File: src/rtl/univ_shift_reg.sv
// Universal shift register: parallel load, logical/arithmetic shift,
// rotate and a counted multi-step shift with start/busy/done handshake.
module univ_shift_reg #(
  parameter int WIDTH = 8,
  parameter int AMT_W = 4
) (
  input  logic             clk,
  input  logic             reset,
  input  logic [2:0]       mode,
  input  logic             din_l,
  input  logic             din_r,
  input  logic [WIDTH-1:0] pdata,
  input  logic             load,
  input  logic             start,
  input  logic [AMT_W-1:0] amt,
  output logic [WIDTH-1:0] q,
  output logic             sout_l,
  output logic             sout_r,
  output logic             busy,
  output logic             done
);

  typedef enum logic {
    IDLE = 1'b0,
    RUN  = 1'b1
  } state_t;

  localparam logic [2:0] M_SHL = 3'b001;
  localparam logic [2:0] M_SHR = 3'b010;
  localparam logic [2:0] M_ROL = 3'b011;
  localparam logic [2:0] M_ROR = 3'b100;
  localparam logic [2:0] M_ASR = 3'b101;

  state_t           state, state_n;
  logic [AMT_W-1:0] cnt, cnt_n;
  logic [2:0]       mode_r, mode_n;
  logic [WIDTH-1:0] q_n;
  logic             done_n;

  function automatic logic [WIDTH-1:0] step(
    input logic [WIDTH-1:0] v,
    input logic [2:0]       m,
    input logic             dl,
    input logic             dr
  );
    logic [WIDTH-1:0] r;
    r = v;
    unique case (1'b1)
      (m == M_SHL): r = {v[WIDTH-2:0], dl};
      (m == M_SHR): r = {dr, v[WIDTH-1:1]};
      (m == M_ROL): r = {v[WIDTH-2:0], v[WIDTH-1]};
      (m == M_ROR): r = {v[0], v[WIDTH-1:1]};
      (m == M_ASR): r = {v[WIDTH-1], v[WIDTH-1:1]};
      default:      r = v;
    endcase
    return r;
  endfunction

  always_comb begin
    state_n = state;
    cnt_n   = cnt;
    mode_n  = mode_r;
    q_n     = q;
    done_n  = 1'b0;
    unique case (state)
      IDLE: begin
        if (load) begin
          q_n = pdata;
        end else if (start && (amt != '0)) begin
          mode_n  = mode;
          cnt_n   = amt;
          state_n = RUN;
        end else if (start) begin
          done_n = 1'b1;
        end else begin
          q_n = step(q, mode, din_l, din_r);
        end
      end
      RUN: begin
        // Latched mode drives the steps; din is still sampled live.
        q_n   = step(q, mode_r, din_l, din_r);
        cnt_n = cnt - AMT_W'(1);
        if (cnt == AMT_W'(1)) begin
          state_n = IDLE;
          done_n  = 1'b1;
        end
      end
      default: state_n = IDLE;
    endcase
  end

  always_ff @(posedge clk or negedge reset) begin
    if (!reset) begin
      state  <= IDLE;
      cnt    <= '0;
      mode_r <= '0;
      q      <= '0;
      done   <= 1'b0;
    end else begin
      state  <= state_n;
      cnt    <= cnt_n;
      mode_r <= mode_n;
      q      <= q_n;
      done   <= done_n;
    end
  end

  assign busy   = (state == RUN);
  assign sout_l = q[WIDTH-1];
  assign sout_r = q[0];

endmodule

File: config.mk
export PLATFORM = sky130hd
export DESIGN_NAME = univ_shift_reg
export DESIGN_NICKNAME = d
export VERILOG_FILES = /design/src/rtl/univ_shift_reg.sv
export SDC_FILE = /design/constraint.sdc
export NUM_CORES = 1
export LEC_CHECK = 0
export BUFFER_PORTS_ARGS = -buffer_cell sky130_fd_sc_hd__buf_2
export CAP_MARGIN = 5
export CORE_AREA = 3 3 70 72
export CTS_CLUSTER_DIAMETER = 60
export DETAILED_ROUTE_END_ITERATION = 12
export DIE_AREA = 0 0 73 75
export GPL_ROUTABILITY_DRIVEN = 0
export GPL_TIMING_DRIVEN = 0
export HOLD_SLACK_MARGIN = 0.02
export PLACE_DENSITY = 0.51
export SYNTH_ARGS = -nofsm -noshare
export SYNTH_HDL_FRONTEND = slang
export SYNTH_SLANG_ARGS = --single-unit
File: constraint.sdc
create_clock -name clk -period 4.7 [get_ports clk]
set_input_delay 0.235 -clock clk [delete_from_list [all_inputs] [get_ports clk]]
set_output_delay 0.235 -clock clk [all_outputs]
set_load 0.02 [all_outputs]
# Yosys cells after proc, flatten, opt, wreduce, memory -nomap -nowiden
# Index checks and enable logic that the tools add are counted.
[totals]
ff_bits = 17
out_inout_bits = 12
elab_cells = 54
[op_classes]
n_addsub = 1
n_eq_ne = 21
n_mux = 18
bitwise = 2
n_reduce_logical = 6
[ops]
columns = ["operator", "count"]
rows = [
  ["one-hot mux 8 bit (5 select lines)", 2],
  ["2-to-1 mux 8 bit", 3],
  ["one-hot mux 8 bit (2 select lines)", 1],
  ["equality test 3 x 2 -> 1 bit (second input constant)", 4],
  ["equality test 3 bit (second input constant)", 4],
  ["inequality test 3 bit (second input constant)", 3],
  ["2-to-1 mux 4 bit", 2],
  ["one-hot mux 4 bit (2 select lines)", 1],
  ["2-to-1 mux 1 bit", 7],
  ["inequality test 7 bit (second input constant)", 1],
  ["equality test 3 x 1 -> 1 bit (second input constant)", 2],
  ["inequality test 2 bit (second input constant)", 3],
  ["inequality test 6 x 1 -> 1 bit (second input constant)", 1],
  ["inequality test 6 bit (second input constant)", 1],
  ["AND reduction 6 bit", 1],
  ["inequality test 5 x 1 -> 1 bit (second input constant)", 1],
  ["equality test 4 x 1 -> 1 bit (second input constant)", 1],
  ["one-hot mux 1 bit (2 select lines)", 2],
  ["AND reduction 4 bit", 1],
  ["nonzero test 4 bit", 1],
  ["subtractor 4 x 1 -> 4 bit (second input constant)", 1],
  ["AND reduction 3 bit", 1],
  ["NOT 1 bit", 2],
  ["AND reduction 2 bit", 1],
  ["logical AND 1 bit", 1],
]

# Longest topological paths before layout
[depth]
depth_word = 6
ltp_mapped = 7
mapped_depth_nobuf = 5

# Worst setup path before layout
# OpenSTA, ideal clock, no wires.
[synth_timing]
path_kind = "flip-flop to flip-flop"
start = "reg state, in the netlist busy"
end = "reg q[0]"
setup_time_ps = 125
arrival_ps = 1665
required_ps = 4575
slack_ps = 2910
stages_incl_launch_ff = 8
path_buffers = 3
synth_period_minus_slack_ps = 1790
cell_sequence = "dfrtp_1 buf_6 or2_4 buf_8 a21oi_4 or2_1 buf_6 mux2_4"
[synth_via]
elab_chain_len = 3
elab_cells_between_ends = 7
classes_between = "4 x eq/ne; 1 x mux; 1 x bitwise; 1 x reduce/logical"
[synth_rtl]
columns = ["element", "line", "source"]
rows = [
  ["start: declaration", "34", "state_t state, state_n;"],
  ["start signal: assignment", "100", "state <= state_n;"],
  ["NOT 1 bit (no line)", "--", ""],
  ["inequality test 7 bit (no line) or inequality test 3 bit (tied branches)", "--", ""],
  ["AND reduction 4 bit (no line)", "--", ""],
  ["end signal: assignment", "103", "q <= q_n;"],
  ["end: declaration", "16", "output logic [WIDTH-1:0] q,"],
]
# Parallel ways exist; a longest one is shown, timed or not.
# A chain may end at the register's enable or synchronous reset.

# Worst setup path after layout
# Ends and elaborated chain as after synthesis.

==> results.cfg <==
[min_path]
holdCritStartpoint = amt[2]
hp-class = in2reg
hold_end = cnt[2]
min_path_cells = 2

[place]
hpwl_um = 3130
placed_area_mm2 = 0.00170
port_buffers = 31
dp_slack_ns = 2.85

[clocking]
cts_tree = done
root_buffer = clkbuf_8
cts-resized-gates = 0
clock-sinks = 17
cts.reportedPaths.clkPinSlew_ns = 0.08
htreeDepth = 1
cts_buffers = 3
clock_latency_ns = 0.26
cts_max_path_buffers = 2

[yosys]
synth_edf_count = 0
syn_nets = 185
ys_warn_count = 0
syn_area_per_cell_um2 = 9.14
synth-main-ff-cell = dfrtp_1
ys_ff_latch = 17
netlist_area_mm2 = 0.00148
synthCells = 162
ys_seq_area_share_pct = 28.7
yosysUniqueCellTypes = 59
async_reset_ff_share_pct = 100

[critical_path]
critPathSlowestCell = dfrtp_1
cp.arrival_ns = 2.01
crit_path_max_incr_delay_ns = 0.39
rrSetupSlack_ns = 2.84
setup.worst_path.start_class = flip-flop
crit_path_end_kind = flip-flop
cp_data_required_time_ns = 4.85
crit_chain = buf_6 -> or2_4 -> buf_8 -> a21oi_4 -> or2_1 -> buf_6 -> mux2_4
reg2reg_depth = 7
reg2reg_from = busy
crit_type = reg2reg
cp_num_buf_inv = 3
critPathTopFamily = buffers and inverters
cp_max_fo = 10
r2r-end = q[0]
crit_top_cell = buf_6

[grt]
antenna_found_initial = 0
grt_pass1_vias = 1417
grt_max_degree = 18
gr-usage-all-layers_pct = 16.3
overflow = 0
grt_pass1_wl_um = 6980

[timing]
tns_ns = 0
post-route-min-period_ns = 1.86
fin_ws_ns = 2.84
hold_viol_final = 0
rsz0062_at_grt = false
worst_pin_slew_ns = 0.488
slew_headroom_pct = 67.5
setup_viol = 0
clock_skew_ns = 0.00127
fin_crit_sh_pct = 39.6
max_freq_mhz = 537
slew_violations = 0

[drt]
vias_per_cell = 5.61
wirelength_um = 4170
detail-route-antenna-nets = 0
dr_total_vias = 1402
first_pass_iters = 4
drt-wirelength-per-cell_um = 16.7
drtIter0Drc = 131
drcViolationCount = 0

[layout]
area_growth_pct = 18.7
num-fill-cells = 442
seqCellArea_um2 = 425
final_nets = 222
final_cell_area_mm2 = 0.00176
drive_above_1_share_pct = 32.8
antennaDiodeCount = 0
multi_input_area_um2 = 912

[run_status]
status = completed

[floorplan]
die_y_um = 75
initial_utilization_pct = 34.0
coreArea_mm2 = 0.00435
ios = 33
die_area_mm2 = 0.00548
die_w_um = 73
rows = 24

[power_and_ir_drop]
ir_worst_vdd_v = 0.000206
cellLeakagePower_nw = 0.796
cellPowerDensity_mw_per_mm2 = 640

[run]
drv_cap = 0
registers in the layout, indices dropped and copies added, names as in the netlist:
register / count
done: 1
busy: 1
cnt: 4
mode_r: 3
q: 8
worst max-delay path by stage:
stage | start | end | slack [ns] | cells after the start
3_3_place_gp | busy | q[0] | 2.87 | 7
2_1_floorplan | busy | q[0] | 2.91 | 7
6_report | busy | q[0] | 2.84 | 7
5_1_grt | busy | q[0] | 2.77 | 6
4_1_cts | busy | q[0] | 2.84 | 7
3_5_place_dp | busy | q[0] | 2.85 | 7
metrics by stage:
stage | hold WS, ns | utilization, % | power (mW) | std cells
2_1_floorplan | -0.0606 | - | 0.821 | 162
3_3_place_gp | 0.186 | 39.1 | 0.998 | 245
3_5_place_dp | 0.200 | 39.1 | 1.01 | 245
4_1_cts | 0.253 | 40.3 | 1.13 | 250
5_1_grt | 0.266 | 40.3 | 1.22 | 250
6_report | 0.251 | 40.3 | 1.12 | 250
cell usage after synthesis (3+ instances only):
master,count,area share [%]
nor2_1,10,2.5
a31oi_1,4,1.7
a211oi_1,6,3.0
nor2b_1,3,1.3
nor3b_1,5,2.5
mux2i_1,4,2.7
dfrtp_1,17,29
nand2b_1,3,1.3
buf_2,3,1.0
nand2_1,12,3.0
o41ai_2,4,4.4
clkbuf_1,4,1.0
inv_1,6,1.5
mux2_2,3,2.3
a21oi_1,3,1.0
o21ai_0,11,3.7
buf_6,5,3.8
nor3_1,3,1.0
a21boi_0,3,1.5
placed cells by master, fill, tap and decap left out, types with 3 or more instances in the layout:
cell type	count
clkbuf_1	4
inv_1	6
nor3b_1	5
o21ai_0	11
nand2_1	12
dfrtp_1	17
mux2i_1	4
a31oi_1	4
nand2b_1	3
mux2_2	3
o41ai_2	4
a21boi_0	3
a21oi_1	3
nor2b_1	3
nor2_1	10
buf_2	34
a211oi_1	6
nor3_1	3
clkbuf_8	3
buf_6	5
power by group:
part | total (mW) | internal [mW] | switching (mW)
registers | 0.317 | 0.220 | 0.0967
logic | 0.690 | 0.329 | 0.362
clock network | 0.117 | 0.0590 | 0.0579
total | 1.12 | 0.608 | 0.516
timing repair:
action	in CTS	in global routing
endpoints found under the hold margin	17	0
hold buffers	1	0
setup buffers	0	0
worst reg2reg max path: stages (launching register included):
cell and delay, ns:
dfrtp_1 0.39, buf_6 0.14, or2_4 0.25, buf_8 0.14, a21oi_4 0.22, or2_1 0.16
buf_6 0.15, mux2_4 0.30
per-layer routing:
| layer | vias to the layer above | GRT usage, % | part of all wire (%) |
|---|---|---|---|
| met4 | 0 | 5.53 | 0.82 |
| li1 | 679 | - | - |
| met3 | 4 | 2.27 | 3.8 |
| met2 | 35 | 26.3 | 46 |
| met1 | 684 | 22.4 | 49 |
| met5 | - | 0 | 0 |
cells by family after synthesis:
group	share of synthesized area, %
compound gates	30.2
xor+xnor	1.18
fa+ha+maj	1.69
buf+inv	9.63
flops	28.7
mux	6.00
simple gates	22.6
final cells by class:
type | instances | area share [%]
Buffer | 15 | 6.62
Clock inverter | 1 | 0.285
Tap cell | 52 | 3.70
Clock buffer | 3 | 2.35
Timing Repair Buffer | 32 | 9.40
Sequential cell | 17 | 24.2
Multi-Input combinational cell | 123 | 51.9
Inverter | 7 | 1.50
Power figures use the tool's default switching activity.
